`src/rtl/uart_tx_frame_if.sv`:
```
// Handshake and serial-line bundle of the parametrised UART frame transmitter.
// The system side (register/FIFO) is the master; the transmitter is the slave.
interface uart_tx_frame_if #(
   parameter int DATA_WIDTH = 8
);
   logic [DATA_WIDTH-1:0] P_DATA;
   logic                  Data_Valid;
   logic                  PAR_EN;
   logic                  PAR_TYP;
   logic                  STOP_2;
   logic                  MSB_FIRST;
   logic                  TX_OUT;
   logic                  Busy;
   logic                  TX_Done;

   modport master (
      output P_DATA, Data_Valid, PAR_EN, PAR_TYP, STOP_2, MSB_FIRST,
      input  TX_OUT, Busy, TX_Done
   );

   modport slave (
      input  P_DATA, Data_Valid, PAR_EN, PAR_TYP, STOP_2, MSB_FIRST,
      output TX_OUT, Busy, TX_Done
   );
endinterface

```
`src/rtl/uart_tx_frame.sv`:
```
// UART transmitter: start / DATA_WIDTH data / optional parity / 1-2 stop bits,
// each bit held BIT_CYCLES clocks, bit order chosen per frame.
module uart_tx_frame #(
   parameter int DATA_WIDTH = 8,
   parameter int BIT_CYCLES = 1
) (
   input logic            CLK,
   input logic            RST,
   uart_tx_frame_if.slave tx_if
);

   localparam int TW = (BIT_CYCLES > 1) ? $clog2(BIT_CYCLES) : 1;
   localparam int CW = $clog2(DATA_WIDTH);
   localparam logic [TW-1:0] TMAX  = TW'(BIT_CYCLES - 1);
   // Timer value one cycle before the end of a bit; only meaningful when BIT_CYCLES > 1.
   localparam logic [TW-1:0] TDONE = TW'((BIT_CYCLES > 1) ? BIT_CYCLES - 2 : 0);
   localparam logic [CW-1:0] LAST_BIT = CW'(DATA_WIDTH - 1);

   typedef enum logic [2:0] {
      IDLE,
      START,
      DATA,
      PARITY,
      STOP
   } state_t;

   function automatic logic [DATA_WIDTH-1:0] bit_reverse(input logic [DATA_WIDTH-1:0] d);
      logic [DATA_WIDTH-1:0] r;
      for (int i = 0; i < DATA_WIDTH; i++) begin
         r[i] = d[DATA_WIDTH-1-i];
      end
      return r;
   endfunction

   function automatic logic parity_of(input logic [DATA_WIDTH-1:0] d, input logic odd);
      return (^d) ^ odd;
   endfunction

   state_t                state;
   logic [TW-1:0]         timer;
   logic [CW-1:0]         bit_cnt;
   logic                  stop_cnt;
   logic [DATA_WIDTH-1:0] shifter;
   logic                  par_en_s;
   logic                  par_bit_s;
   logic                  stop2_s;
   logic                  tx_r;
   logic                  busy_r;
   logic                  done_r;
   logic                  wrap;

   assign wrap = (timer == TMAX);

   always_ff @(posedge CLK) begin
      if (RST) begin
         state     <= IDLE;
         timer     <= '0;
         bit_cnt   <= '0;
         stop_cnt  <= 1'b0;
         shifter   <= '0;
         par_en_s  <= 1'b0;
         par_bit_s <= 1'b0;
         stop2_s   <= 1'b0;
         tx_r      <= 1'b1;
         busy_r    <= 1'b0;
         done_r    <= 1'b0;
      end else begin
         done_r <= 1'b0;
         if (state != IDLE) begin
            timer <= wrap ? '0 : timer + 1'b1;
         end
         case (state)
            IDLE: begin
               if (tx_if.Data_Valid) begin
                  // Pre-reverse for MSB-first so the data phase always shifts out bit 0.
                  shifter   <= tx_if.MSB_FIRST ? bit_reverse(tx_if.P_DATA) : tx_if.P_DATA;
                  par_en_s  <= tx_if.PAR_EN;
                  par_bit_s <= parity_of(tx_if.P_DATA, tx_if.PAR_TYP);
                  stop2_s   <= tx_if.STOP_2;
                  timer     <= '0;
                  bit_cnt   <= '0;
                  stop_cnt  <= 1'b0;
                  tx_r      <= 1'b0;
                  busy_r    <= 1'b1;
                  state     <= START;
               end
            end
            START: begin
               if (wrap) begin
                  tx_r    <= shifter[0];
                  shifter <= shifter >> 1;
                  state   <= DATA;
               end
            end
            DATA: begin
               if (wrap) begin
                  if (bit_cnt != LAST_BIT) begin
                     bit_cnt <= bit_cnt + 1'b1;
                     tx_r    <= shifter[0];
                     shifter <= shifter >> 1;
                  end else if (par_en_s) begin
                     tx_r  <= par_bit_s;
                     state <= PARITY;
                  end else begin
                     tx_r  <= 1'b1;
                     state <= STOP;
                     if (BIT_CYCLES == 1 && !stop2_s) begin
                        done_r <= 1'b1;
                     end
                  end
               end
            end
            PARITY: begin
               if (wrap) begin
                  tx_r  <= 1'b1;
                  state <= STOP;
                  if (BIT_CYCLES == 1 && !stop2_s) begin
                     done_r <= 1'b1;
                  end
               end
            end
            STOP: begin
               // TX_Done is registered, so it is raised one cycle ahead of the final stop cycle.
               if (wrap) begin
                  if (stop2_s && !stop_cnt) begin
                     stop_cnt <= 1'b1;
                     if (BIT_CYCLES == 1) begin
                        done_r <= 1'b1;
                     end
                  end else begin
                     busy_r <= 1'b0;
                     state  <= IDLE;
                  end
               end else if (BIT_CYCLES > 1 && timer == TDONE && (!stop2_s || stop_cnt)) begin
                  done_r <= 1'b1;
               end
            end
            default: begin
               tx_r   <= 1'b1;
               busy_r <= 1'b0;
               state  <= IDLE;
            end
         endcase
      end
   end

   assign tx_if.TX_OUT  = tx_r;
   assign tx_if.Busy    = busy_r;
   assign tx_if.TX_Done = done_r;

endmodule

```
`src/flat_wrapper.sv`:
```
// flat-port wrapper written by rule: the top's interface ports become plain ports
module uart_tx_frame_flat 
#(
   parameter int DATA_WIDTH = 8,
   parameter int BIT_CYCLES = 1
)
  (CLK, RST, tx_if_P_DATA, tx_if_Data_Valid, tx_if_PAR_EN, tx_if_PAR_TYP, tx_if_STOP_2, tx_if_MSB_FIRST, tx_if_TX_OUT, tx_if_Busy, tx_if_TX_Done);
  uart_tx_frame_if #(.DATA_WIDTH(DATA_WIDTH)) tx_if_i ();
  input logic CLK;
  input logic RST;
  input wire logic [$bits(tx_if_i.P_DATA)-1:0] tx_if_P_DATA;
  input wire logic [$bits(tx_if_i.Data_Valid)-1:0] tx_if_Data_Valid;
  input wire logic [$bits(tx_if_i.PAR_EN)-1:0] tx_if_PAR_EN;
  input wire logic [$bits(tx_if_i.PAR_TYP)-1:0] tx_if_PAR_TYP;
  input wire logic [$bits(tx_if_i.STOP_2)-1:0] tx_if_STOP_2;
  input wire logic [$bits(tx_if_i.MSB_FIRST)-1:0] tx_if_MSB_FIRST;
  output wire logic [$bits(tx_if_i.TX_OUT)-1:0] tx_if_TX_OUT;
  output wire logic [$bits(tx_if_i.Busy)-1:0] tx_if_Busy;
  output wire logic [$bits(tx_if_i.TX_Done)-1:0] tx_if_TX_Done;
  assign tx_if_i.P_DATA = tx_if_P_DATA;
  assign tx_if_i.Data_Valid = tx_if_Data_Valid;
  assign tx_if_i.PAR_EN = tx_if_PAR_EN;
  assign tx_if_i.PAR_TYP = tx_if_PAR_TYP;
  assign tx_if_i.STOP_2 = tx_if_STOP_2;
  assign tx_if_i.MSB_FIRST = tx_if_MSB_FIRST;
  assign tx_if_TX_OUT = tx_if_i.TX_OUT;
  assign tx_if_Busy = tx_if_i.Busy;
  assign tx_if_TX_Done = tx_if_i.TX_Done;
  uart_tx_frame #(.DATA_WIDTH(DATA_WIDTH), .BIT_CYCLES(BIT_CYCLES)) u_core (.CLK(CLK), .RST(RST), .tx_if(tx_if_i));
endmodule
```
`config.mk`:
```
export PLATFORM = sky130hd
export DESIGN_NAME = uart_tx_frame_flat
export DESIGN_NICKNAME = d
export VERILOG_FILES = /design/src/rtl/uart_tx_frame_if.sv /design/src/rtl/uart_tx_frame.sv /design/src/flat_wrapper.sv
export SDC_FILE = /design/constraint.sdc
export NUM_CORES = 1
export LEC_CHECK = 0
export ABC_AREA = 1
export BUFFER_PORTS_ARGS = -buffer_cell sky130_fd_sc_hd__buf_2
export CAP_MARGIN = 40
export CORE_UTILIZATION = 56
export DETAILED_ROUTE_END_ITERATION = 10
export GPL_TIMING_DRIVEN = 0
export PLACE_DENSITY_LB_ADDON = 0.2
export SYNTH_ARGS = -nofsm -noshare
export SYNTH_HDL_FRONTEND = slang
export SYNTH_SLANG_ARGS = --single-unit
export TNS_END_PERCENT = 5
```
`constraint.sdc`:
```
create_clock -name CLK -period 1.4 [get_ports CLK]
set_input_delay 0.21 -clock CLK [delete_from_list [all_inputs] [get_ports CLK]]
set_output_delay 0.21 -clock CLK [all_outputs]
set_load 0.01 [all_outputs]
```
# ---- Word level (Yosys, flattened, before mapping)
# Cells that the tools add are included.
dict set report word_totals {
  out_inout_bits 3
  mem_bits_rw 0
  register_bits 22
  memories 0
  latch_bits 0
  input_bits 15
  romBits 0
}
dict set report classes {
  shift 0
  mux 45
  n_bitwise 3
  magnitude_cmp 0
  div_mod_pow 0
  n_mul 0
  reduce_logical 16
  n_eq_ne 14
  add_sub_neg 2
}
# op count
set op_table {}
lappend op_table {{$mux W8} 5}
lappend op_table {{$mux W3} 11}
lappend op_table {{$pmux W8 S3} 1}
lappend op_table {{$mux W1} 22}
lappend op_table {{$pmux W3 S5} 1}
lappend op_table {{$ne A2 B2 Y1 const B} 7}
lappend op_table {{$reduce_and A4 Y1} 3}
lappend op_table {{$reduce_and A5 Y1} 2}
lappend op_table {{$reduce_xor A8 Y1} 1}
lappend op_table {{$reduce_and A7 Y1} 1}
lappend op_table {{$eq A3 B2 Y1 const B} 2}
lappend op_table {{$pmux W1 S3} 2}
lappend op_table {{$pmux W3 S2} 1}
lappend op_table {{$reduce_bool A3 Y1} 2}
lappend op_table {{$pmux W1 S5} 1}
lappend op_table {{$ne A2 B1 Y1 const B} 2}
lappend op_table {{$reduce_bool A2 Y1} 2}
lappend op_table {{$add A3 B1 Y3 const B} 1}
lappend op_table {{$eq A3 B1 Y1 const B} 1}
lappend op_table {{$eq A3 B3 Y1 const B} 1}
lappend op_table {{$logic_not A3 Y1} 1}
lappend op_table {{$ne A3 B3 Y1 const B} 1}
lappend op_table {{$reduce_or A3 Y1} 1}
lappend op_table {{$not A1 Y1} 2}
lappend op_table {{6 further kinds} 6}

# ---- Logic depth before layout (Yosys ltp)
# Gate-level depths: netlist of the first run.
dict set report depth {
  word_depth 5
  mapped_depth 10
  mapped_depth_nobuf 10
}

# ---- Least setup slack after synthesis of the first run
# OpenSTA, ideal clock, no wires.
dict set report synth_path {
  path_kind {register -> register}
  startpoint {register u_core.bit_cnt[0]}
  endpoint {register u_core.shifter[7]}
  setup_time_ns 0.070
  stages_incl_launch_ff 8
  n_path_buf 0
  required_time_ns 1.330
  arrival_ns 1.214
  path_slack_ns 0.116
  cell_sequence {dfxtp_1 ha_1 ha_1 nand2_1 nand3_2 nor2_4 nand3_1 a21oi_1}
}
dict set report synth_via {
  elab_chain_cells 3
}
# item line_no
set synth_lines {}
lappend synth_lines {{from (decl)} uart_tx_frame.sv:41} ;# logic [CW-1:0] bit_cnt;
lappend synth_lines {{from (signal assigned)} uart_tx_frame.sv:98} ;# bit_cnt <= bit_cnt + 1'b1;
lappend synth_lines {{$ne A3 B3 Y1} uart_tx_frame.sv:97} ;# if (bit_cnt != LAST_BIT) begin
lappend synth_lines {{$ne A2 B1 Y1 (no line)} n/a}
lappend synth_lines {{$reduce_and A5 Y1 (no line)} n/a}
lappend synth_lines {{to (signal assigned)} uart_tx_frame.sv:76} ;# shifter <= tx_if.MSB_FIRST ? bit_reverse(tx_if.P_DATA) : tx_if.P_DATA;
lappend synth_lines {{to (signal assigned)} uart_tx_frame.sv:91} ;# shifter <= shifter >> 1;
lappend synth_lines {{to (signal assigned)} uart_tx_frame.sv:100} ;# shifter <= shifter >> 1;
lappend synth_lines {{to (decl)} uart_tx_frame.sv:43} ;# logic [DATA_WIDTH-1:0] shifter;
# No other way between the ends.
# A chain may end at the register's enable or synchronous reset.

# ---- Final worst setup path of the first run
dict set report layout_path {
  startpoint {register u_core.state[2]}
  endpoint {register u_core.bit_cnt[2]}
}
dict set report layout_via {
  elab_chain_cells 3
}
# item line_no
set layout_lines {}
lappend layout_lines {{from (decl)} uart_tx_frame.sv:39} ;# state_t state;
lappend layout_lines {{from (signal assigned)} uart_tx_frame.sv:56} ;# state <= IDLE;
lappend layout_lines {{from (signal assigned)} uart_tx_frame.sv:85} ;# state <= START;
lappend layout_lines {{from (signal assigned)} uart_tx_frame.sv:92} ;# state <= DATA;
lappend layout_lines {{$eq A3 B2 Y1 / $logic_not A3 Y1 (equally long branches)} uart_tx_frame.sv:72} ;# case (state)
lappend layout_lines {{$ne A2 B1 Y1 (no line), or another cell as far along} n/a}
lappend layout_lines {{$reduce_and A4 Y1 (no line)} n/a}
# Parallel ways exist; a longest one is shown, timed or not.

==> impl_metrics.yaml, run 1 <==
detailed_routing:
  detail_route.first_pass.iterations: 4
  drt_iter0_markers: 54
  drc_errors: 0
  antenna_violating_nets_post_route: 0
  detailroute.via_count: 1577
  drt_wl_total_um: 3770
  drt-vias-per-instance: 5.53
  wl_per_cell_um: 13.2
power_and_ir_drop:
  power-per-cell-area_nw_per_um2: 1860
  comb_power_share_pct: 54.0
  power_mw: 3.41
  p_leak_nw: 0.913
  power_switching_share_pct: 45.7
  switching_power_mw: 1.56
  cellInternalPower_mw: 1.85
  share_clk_of_total_power_pct: 15.1
  fraction_of_power_consumed_by_sequential_logic_pct: 30.8
  vdd_ir_drop_max_mv: 1.41
grt:
  globalRouteTotalUtil_pct: 26.2
  largest_net_degree_at_the_start_of_global_routing: 14
  grt.overflow.total: 0
  first_global_vias: 1302
  global_route_wire_length_before_repair_um: 5360
  antenna_found_initial: 0
sta:
  timing.final.setup_violations: 6
  timing.hold.ws_ns: 0.129
  finalClockSkew_ns: 0.0229
  worst_slack_ns: -0.0797
  grt_setup_unrepaired: "true"
  max-slew-margin-rel_pct: 64.4
  slew_violations: 0
  final.period_utilization_pct: 106
  setup-tns-final_ns: -0.225
  tmin_final_ns: 1.48
  achievable-frequency_mhz: 676
  actual_transition_at_the_worst_max_transition_pin_ns: 0.533
  hold_viol: 0
die:
  dieHeight_um: 52.4
  row_count: 17
  chipWidth_um: 52.4
  placeableCoreArea_sq_um: 2300
  floorplan.initialDensity_pct: 61.9
  fp.dieArea_sq_um: 2750
  io_pins: 18
logic_synthesis:
  synthTopCellsByArea: "sky130_fd_sc_hd__dfxtp_1, sky130_fd_sc_hd__nand2_1, sky130_fd_sc_hd__nor2_1"
  number_of_instances_in_the_synthesized_netlist: 226
  synth_largest_type_area_fraction_pct: 31.0
  synth-edff-count: 0
  synthesis.nets: 243
  ys.flop_type: "sky130_fd_sc_hd__dfxtp_1"
  synth.largest_area_cell: "sky130_fd_sc_hd__dfxtp_1"
  yosys.cell_types.count: 28
  yosys_warnings: 0
  synth_seq_area_share_pct: 31.0
  mappedNetlistArea_sq_um: 1420
  synthMostInstantiatedCell: "sky130_fd_sc_hd__nand2_1"
  post_synth.cell_area_avg_sq_um: 6.29
  async_reset_ff_share_pct: 0
  synth.ff_latch_count: 22
  synth_top_cells_by_count: "sky130_fd_sc_hd__nand2_1, sky130_fd_sc_hd__nor2_1, sky130_fd_sc_hd__dfxtp_1, sky130_fd_sc_hd__inv_1, sky130_fd_sc_hd__o21ai_0"
placement:
  gp_congestion: 0.888
  place_worst_setup_slack_ns: -0.0609
  place.port_buffers: 16
  detailedPlacementHpwl_um: 2300
cts:
  clkSlewWorstSetupHoldPaths_ns: 0.16
  worst_skew_pair.late_latency_ns: 0.33
  tritoncts: "done"
  clock_root_buffer: "sky130_fd_sc_hd__clkbuf_4"
  cts-root-to-sink-buffers: 2
  cts_made_buffers: 3
  cts_hold_buf: 0
  cts_h_tree_depth: 1
  cts.sink_count: 22
final_layout:
  antenna_cells: 0
  syn2layout_area_growth_pct: 28.8
  layout.nets: 275
  post_route_cells_drive_above_1_share_pct: 31.1
critical_path:
  worst_ep_required_time_ns: 1.66
  criticalPathCategory: "flop to flop"
  cp_top_family: "simple AND/OR/NAND/NOR gates"
  end_kind: "flop"
  timing.critical_path.cells: "inv_4 > nand2_4 > nor2_4 > nand2_2 > nand2_2 > nand3_4 > inv_2 > nand3_1 > a21oi_1"
  slowest_stage: "sky130_fd_sc_hd__dfxtp_4"
  crit_buf_inv: 2
  worst_setup_path_start_kind: "flop"
  path_common_cell: "sky130_fd_sc_hd__nand2_2"
  cp_max_fo: 6
  slowest_delay_ns: 0.39
  cp.arrival_ns: 1.74
worst_hold_path:
  min_path_type: "input pin to flop"
run_status:
  result_of_the_run: "finished with violations"
  violated_checks: "negative setup slack"
run:
  cap_viol_max_count: 0
[metal layers]
metal / vias up / global-route usage (%) / part of all wire [%]
met5: - / 0 / 0
met4: 0 / 9.65 / 4.0
met3: 19 / 4.06 / 6.4
met2: 71 / 41.1 / 45
met1: 703 / 35.8 / 44
li1: 784 / - / -
[registers in the layout, indices dropped and copies added, names as in the netlist]
name                  cells
u_core.timer              1
u_core.tx_if.Busy         1
u_core.par_en_s           1
u_core.par_bit_s          1
u_core.bit_cnt            3
u_core.stop_cnt           1
u_core.tx_if.TX_Done      1
u_core.shifter            8
u_core.state              3
u_core.tx_if.TX_OUT       1
u_core.stop2_s            1
[area by class of cell]
| cell class | count | area [sq um] |
|---|---|---|
| Tap cell | 28 | 35.0 |
| Fill cell | 164 | 464 |
| Multi-Input combinational cell | 172 | 993 |
| Clock inverter | 1 | 30.0 |
| Timing Repair Buffer | 27 | 163 |
| Buffer | 4 | 22.5 |
| Clock buffer | 3 | 22.5 |
| Sequential cell | 22 | 454 |
| Inverter | 28 | 113 |
[logic make-up (layout without fill, tap and decap cells)]
kind of cell / count (synthesis) / after routing / share of synthesized area [%]
buf+inv: 32 / 63 / 8.53
mux: 2 / 2 / 1.50
simple gates: 126 / 126 / 40.8
fa+ha+maj: 2 / 2 / 1.76
flops: 22 / 22 / 31.0
compound gates: 39 / 39 / 14.6
xor+xnor: 3 / 3 / 1.85
[worst reg2reg max path, cell delays in order (launching register included)]
cell                      delay [ns]
sky130_fd_sc_hd__dfxtp_4        0.39
sky130_fd_sc_hd__inv_4          0.10
sky130_fd_sc_hd__nand2_4        0.07
sky130_fd_sc_hd__nor2_4         0.22
sky130_fd_sc_hd__nand2_2        0.12
sky130_fd_sc_hd__nand2_2        0.10
sky130_fd_sc_hd__nand3_4        0.08
sky130_fd_sc_hd__inv_2          0.09
sky130_fd_sc_hd__nand3_1        0.07
sky130_fd_sc_hd__a21oi_1        0.18
[power by group through the flow]
stage	Combinational (mW)	Clock (mW)	Sequential, mW
3_3_place_gp	1.33	0	0.990
4_1_cts	1.40	0.502	0.989
6_report	1.84	0.516	1.05
5_1_grt	2.03	0.543	1.07
2_1_floorplan	1.08	0	0.969
3_5_place_dp	1.35	0	0.996
[cells in the final DEF, fill, tap and decap left out, types with 6 or more instances in the layout]
cell / Yosys / routed
sky130_fd_sc_hd__a21oi_1: 13 / 10
sky130_fd_sc_hd__nor2_1: 31 / 30
sky130_fd_sc_hd__dfxtp_1: 22 / 17
sky130_fd_sc_hd__nand3_1: 15 / 12
sky130_fd_sc_hd__o21ai_1: 0 / 6
sky130_fd_sc_hd__inv_1: 21 / 18
sky130_fd_sc_hd__inv_2: 7 / 7
sky130_fd_sc_hd__buf_4: 0 / 11
sky130_fd_sc_hd__nor2_4: 4 / 6
sky130_fd_sc_hd__nand2_4: 1 / 6
sky130_fd_sc_hd__buf_2: 1 / 16
sky130_fd_sc_hd__nand2_1: 65 / 58
sky130_fd_sc_hd__o21ai_0: 21 / 14
[worst paths after layout]
path / start / to / slack (ns) / depth (start not counted)
setup / recovery: u_core.state[2]$_SDFFE_PP0P_ / u_core.bit_cnt[2]$_SDFFE_PP0P_ / -0.08 / 9
hold / removal: tx_if_PAR_EN / u_core.par_en_s$_SDFFE_PP0P_ / 0.13 / 3
setup reg to reg: u_core.state[2]$_SDFFE_PP0P_ / u_core.bit_cnt[2]$_SDFFE_PP0P_ / -0.08 / 9
hold reg to reg: u_core.tx_if.Busy$_SDFFE_PP0P_ / u_core.tx_if.Busy$_SDFFE_PP0P_ / 0.49 / 2
[through the flow]
stage                     cell area, sq um  std cells  util [%]
final                                 1830        285      79.8
after global placement                1540        270      66.9
after CTS                             1620        275      70.7
after global routing                  1830        285      79.8
after detailed placement              1540        270      66.9
after floorplan                       1420        226         -
[repair_timing]
item	4_1_cts	5_1_grt
pin swaps	1	16
setup endpoints to repair	16	18
resized for setup	10	42
hold endpoints to repair	0	0
setup buffers	1	10
No activity file was read; power rests on OpenSTA's default activity.
==> run 2: changes to the inputs <==
Settings changed: CORE_ASPECT_RATIO set to 0.75.
==> impl_metrics.yaml, run 2 (synthesis gave the netlist of run 1 again) <==
run_status:
  result_of_the_run: "completed"
final_layout:
  post_route_cells_drive_above_1_share_pct: 28.3
  final_design_area_no_fill_sq_um: 1730
  syn2layout_area_growth_pct: 21.4
  layout.nets: 270
  top_regs: "u_core.shifter x8, u_core.bit_cnt x3, u_core.state x3"
  fillCellCount: 197
  layout_commonest_cell: "sky130_fd_sc_hd__nand2_1"
  final_cell_mix: "sky130_fd_sc_hd__nand2_1, sky130_fd_sc_hd__nor2_1, sky130_fd_sc_hd__inv_1"
  largest-register: "u_core.shifter"
  largest_reg_flops: 8
  antenna_cells: 0
critical_path:
  cp_max_fo: 8
  end_kind: "flop"
  cp.arrival_ns: 1.64
  criticalPathCategory: "flop to flop"
  worst_ep_required_time_ns: 1.66
  worst_setup_path_start_kind: "flop"
power_and_ir_drop:
  comb_power_share_pct: 55.7
  vdd_ir_drop_max_mv: 0.704
  fraction_of_power_consumed_by_sequential_logic_pct: 34.4
  p_leak_nw: 0.855
  power_switching_share_pct: 47.2
  share_clk_of_total_power_pct: 9.9
  cellInternalPower_mw: 1.56
  switching_power_mw: 1.39
  power-per-cell-area_nw_per_um2: 1710
run:
  cap_viol_max_count: 0
placement:
  gp_congestion: 0.891
  place_worst_setup_slack_ns: -0.0720
  place.port_buffers: 16
  postPlaceCellArea_sq_um: 1550
  detailedPlacementHpwl_um: 2380
sta:
  achievable-frequency_mhz: 725
  worst_slack_ns: 0.0214
  final.period_utilization_pct: 98.5
  finalClockSkew_ns: 0.00532
  hold_viol: 0
  tmin_final_ns: 1.38
  max-slew-margin-rel_pct: 67.8
  grt_setup_unrepaired: "true"
  timing.final.setup_violations: 0
  slew_violations: 0
  actual_transition_at_the_worst_max_transition_pin_ns: 0.483
detailed_routing:
  detail_route.first_pass.iterations: 4
  drt-vias-per-instance: 5.15
  wl_per_cell_um: 11.8
  drc_errors: 0
  drt_iter0_markers: 92
  detailroute.via_count: 1467
  antenna_violating_nets_post_route: 0
  drt_wl_total_um: 3370
cts:
  cts-root-to-sink-buffers: 2
  worst_skew_pair.late_latency_ns: 0.32
  cts.sink_count: 22
  cts_h_tree_depth: 1
  tritoncts: "done"
  cts_made_buffers: 3
  clkSlewWorstSetupHoldPaths_ns: 0.12
  clock_root_buffer: "sky130_fd_sc_hd__clkbuf_4"
die:
  fp.dieArea_sq_um: 2750
  io_pins: 18
  chipWidth_um: 60.2
  row_count: 15
  placeableCoreArea_sq_um: 2350
  dieHeight_um: 45.7
  floorplan.initialDensity_pct: 60.6
grt:
  grt.overflow.total: 0
  first_global_vias: 1183
  antenna_found_initial: 0
  global_route_wire_length_before_repair_um: 5110
  globalRouteTotalUtil_pct: 25.3
  largest_net_degree_at_the_start_of_global_routing: 12
worst_hold_path:
  min_path_type: "input pin to flop"
==> run 2: final timing paths <==
path / startpoint / cells after the start / slack, ns / to
worst max-delay path: u_core.bit_cnt[0]$_SDFFE_PP0P_ / 7 / 0.02 / u_core.shifter[5]$_SDFFE_PP0P_
worst min-delay path: tx_if_PAR_EN / 3 / 0.15 / u_core.par_en_s$_SDFFE_PP0P_
worst max register to register: u_core.bit_cnt[0]$_SDFFE_PP0P_ / 7 / 0.02 / u_core.shifter[5]$_SDFFE_PP0P_
worst min register to register: u_core.tx_if.Busy$_SDFFE_PP0P_ / 2 / 0.47 / u_core.tx_if.Busy$_SDFFE_PP0P_
==> run 2: power by group through the flow <==
stage                     clock network [mW]  registers (mW)  logic (mW)
after floorplan                            0           0.969        1.08
after detailed placement                   0           0.986        1.36
after global routing                   0.325            1.04        1.83
final                                  0.293            1.02        1.64
after global placement                     0           0.983        1.35
after CTS                              0.304           0.981        1.40
==> run 2: worst max-delay path, stage by stage, from the launching register on <==
cell and delay (ns):
sky130_fd_sc_hd__dfxtp_2 0.35, sky130_fd_sc_hd__ha_2 0.19, sky130_fd_sc_hd__ha_4 0.18, sky130_fd_sc_hd__nand2_4 0.08
sky130_fd_sc_hd__nand3_2 0.09, sky130_fd_sc_hd__nor2_4 0.19, sky130_fd_sc_hd__o21ai_1 0.10, sky130_fd_sc_hd__nor2_1 0.12
==> run 2: layer usage <==
layer  GRT usage [%]  up-vias  part of all wire (%)
li1                -      775                     -
met1            36.6      650                    50
met2            36.3       37                    44
met3            6.25        5                   5.3
met4            8.84        0                   1.1
met5               0        -                     0
==> run 2: cell type report <==
cell class | instances | area, sq um | share of cell area [%]
Sequential cell | 22 | 454 | 26.3
Tap cell | 34 | 42.5 | 2.46
Clock buffer | 3 | 22.5 | 1.30
Buffer | 4 | 22.5 | 1.30
Inverter | 28 | 108 | 6.23
Timing Repair Buffer | 22 | 125 | 7.25
Multi-Input combinational cell | 172 | 952 | 55.1
==> run 2: timing repair <==
| action | CTS | global route |
|---|---|---|
| pin swaps | 1 | 5 |
| buffers inserted | 0 | 6 |
| gates resized for setup | 10 | 30 |
| endpoints found under the setup margin | 17 | 19 |
| hold buffers | 0 | 0 |
==> run 2: through the flow <==
step / power, mW / TNS, ns / cells / utilization [%] / hold slack (ns)
floorplan: 2.05 / 0 / 226 / - / 0.402
global placement: 2.33 / -0.420 / 276 / 65.9 / 0.454
detailed placement: 2.35 / -0.471 / 276 / 65.9 / 0.451
CTS: 2.69 / -0.00249 / 279 / 68.1 / 0.160
global route: 3.19 / -0.218 / 285 / 73.6 / 0.188
finish: 2.95 / 0 / 285 / 73.6 / 0.155
==> run 3: changes to the inputs <==
Settings changed: CTS_BUF_LIST set to sky130_fd_sc_hd__clkbuf_2 sky130_fd_sc_hd__clkbuf_4 sky130_fd_sc_hd__clkbuf_8, PLACE_DENSITY set to 0.77, PLACE_DENSITY_LB_ADDON 0.2 to unset, RECOVER_POWER set to 100.
==> impl_metrics.yaml, run 3 (synthesis gave the netlist of run 1 again) <==
run_status:
  result_of_the_run: "finished with violations"
  violated_checks: "negative setup slack"
cts:
  cts-root-to-sink-buffers: 2
  worst_skew_pair.late_latency_ns: 0.33
  cts_h_tree_depth: 1
  cts.sink_count: 22
  cts_made_buffers: 3
  clkSlewWorstSetupHoldPaths_ns: 0.14
  tritoncts: "done"
  clock_root_buffer: "sky130_fd_sc_hd__clkbuf_4"
sta:
  achievable-frequency_mhz: 697
  hold_viol: 0
  finalClockSkew_ns: 0.0181
  max-slew-margin-rel_pct: 66.0
  setup-tns-final_ns: -0.0964
  slew_violations: 0
  tmin_final_ns: 1.44
  timing.hold.ws_ns: 0.149
  grt_setup_unrepaired: "true"
  timing.final.setup_violations: 5
  worst_slack_ns: -0.0357
  actual_transition_at_the_worst_max_transition_pin_ns: 0.511
  final.period_utilization_pct: 103
die:
  floorplan.initialDensity_pct: 60.6
  dieHeight_um: 45.7
  io_pins: 18
  placeableCoreArea_sq_um: 2350
  row_count: 15
  fp.dieArea_sq_um: 2750
  chipWidth_um: 60.2
detailed_routing:
  wl_per_cell_um: 13.3
  drt_iter0_markers: 130
  antenna_violating_nets_post_route: 0
  detailroute.via_count: 1517
  drt_wl_total_um: 3880
  drc_errors: 0
  drt-vias-per-instance: 5.20
  detail_route.first_pass.iterations: 4
critical_path:
  worst_setup_path_start_kind: "flop"
  end_kind: "flop"
  critical_path.reg2reg.endpoint: "u_core.bit_cnt[2]$_SDFFE_PP0P_"
  rr_startpoint: "u_core.state[1]$_SDFFE_PP0P_"
  cp_max_fo: 6
  ff2ff_path_depth: 8
  cp-startpoint: "u_core.state[1]$_SDFFE_PP0P_"
  worst_ep_required_time_ns: 1.67
  setup_slack_of_the_worst_register_to_register_path_ns: -0.04
  criticalPathCategory: "flop to flop"
  cp.arrival_ns: 1.71
power_and_ir_drop:
  power_mw: 3.48
  fraction_of_power_consumed_by_sequential_logic_pct: 29.7
  p_leak_nw: 0.884
  cellInternalPower_mw: 1.91
  comb_power_share_pct: 55.8
  power_switching_share_pct: 45.1
  share_clk_of_total_power_pct: 14.5
  switching_power_mw: 1.57
  vdd_ir_drop_max_mv: 0.915
  power-per-cell-area_nw_per_um2: 1880
grt:
  largest_net_degree_at_the_start_of_global_routing: 14
  gr_met2_demand_resource_pct: 42.6
  first_global_vias: 1279
  grt.overflow.total: 0
  gr-max-usage-layer: "met2"
  groute.layer.met1.usage_pct: 37.3
  globalRouteTotalUtil_pct: 27.2
  global_route_wire_length_before_repair_um: 5500
  antenna_found_initial: 0
  grt.met3_usage_pct: 6.82
worst_hold_path:
  worst_hold_path.num_cells: 3
  min_path_type: "input pin to flop"
  min-delay-start: "tx_if_PAR_EN"
  hold_path_end: "u_core.par_en_s$_SDFFE_PP0P_"
final_layout:
  post_route_cells_drive_above_1_share_pct: 31.0
  antenna_cells: 0
  largest_reg_flops: 8
  layout_commonest_cell: "sky130_fd_sc_hd__nand2_1"
  syn2layout_area_growth_pct: 30.1
  final_cell_count_no_fill: 292
  final_cell_mix: "sky130_fd_sc_hd__nand2_1, sky130_fd_sc_hd__nor2_1, sky130_fd_sc_hd__inv_1, sky130_fd_sc_hd__o21ai_0, sky130_fd_sc_hd__dfxtp_1"
  layout.nets: 276
  largest-register: "u_core.shifter"
  top_regs: "u_core.shifter x8, u_core.bit_cnt x3, u_core.state x3"
  fillCellCount: 160
placement:
  place_worst_setup_slack_ns: -0.113
  place.port_buffers: 16
  detailedPlacementHpwl_um: 2540
  post_place_cells: 276
  gp_congestion: 0.896
run:
  cap_viol_max_count: 0
[run 3: power groups by stage]
stage / Clock (mW) / Combinational [mW] / Sequential, mW
2_1_floorplan: 0 / 1.08 / 0.969
3_3_place_gp: 0 / 1.33 / 0.978
3_5_place_dp: 0 / 1.38 / 0.989
4_1_cts: 0.508 / 1.43 / 0.980
5_1_grt: 0.529 / 2.13 / 1.06
6_report: 0.506 / 1.94 / 1.03
[run 3: per-stage QoR]
step,cell area (sq um),utilization [%]
after floorplan,1420,-
after global placement,1550,65.9
after detailed placement,1550,65.9
after CTS,1640,69.9
after global routing,1850,78.9
final,1850,78.9
[run 3: how the worst max path moves through the flow]
stage	end	cells after the start	slack, ns
after floorplan	u_core.shifter[7]$_SDFFE_PP0P_	7	0.12
after global placement	u_core.state[0]$_SDFFE_PP0P_	9	-0.04
after detailed placement	u_core.state[1]$_SDFFE_PP0P_	8	-0.11
after CTS	u_core.stop2_s$_SDFFE_PP0P_	8	-0.03
after global routing	u_core.bit_cnt[2]$_SDFFE_PP0P_	8	-0.1
final	u_core.bit_cnt[2]$_SDFFE_PP0P_	8	-0.04
[run 3: worst max-delay path: stages, from the launching register on]
cell and delay (ns):
sky130_fd_sc_hd__dfxtp_4 0.45, sky130_fd_sc_hd__nand2_4 0.09, sky130_fd_sc_hd__nor2_4 0.21, sky130_fd_sc_hd__nand2_2 0.13
sky130_fd_sc_hd__nand2_2 0.11, sky130_fd_sc_hd__nand3_4 0.09, sky130_fd_sc_hd__inv_4 0.08, sky130_fd_sc_hd__nand3_1 0.08
sky130_fd_sc_hd__a21oi_1 0.14
[run 3: repair_timing]
item                       in CTS  in global routing
gates cloned                    0                  0
pin swaps                       2                 10
setup endpoints to repair      18                 19
buffers inserted                1                 11
hold buffers                    0                  0
gates resized for setup        12                 35
[run 3: cell type report]
type | count | area, sq um | share of cell area, %
multi-input cells | 172 | 987 | 53.3
repair buffers | 28 | 179 | 9.67
flip-flops and latches | 22 | 454 | 24.5
plain buffers | 4 | 22.5 | 1.22
inverters | 28 | 113 | 6.09
well taps | 34 | 42.5 | 2.30
clock buffers | 3 | 22.5 | 1.22
clock inverters | 1 | 30.0 | 1.62
[run 3: routing by layer]
layer | vias up | routed length, um
met5 | - | 0
met2 | 53 | 1770
met4 | 0 | 98
li1 | 784 | -
met3 | 11 | 257
met1 | 669 | 1760
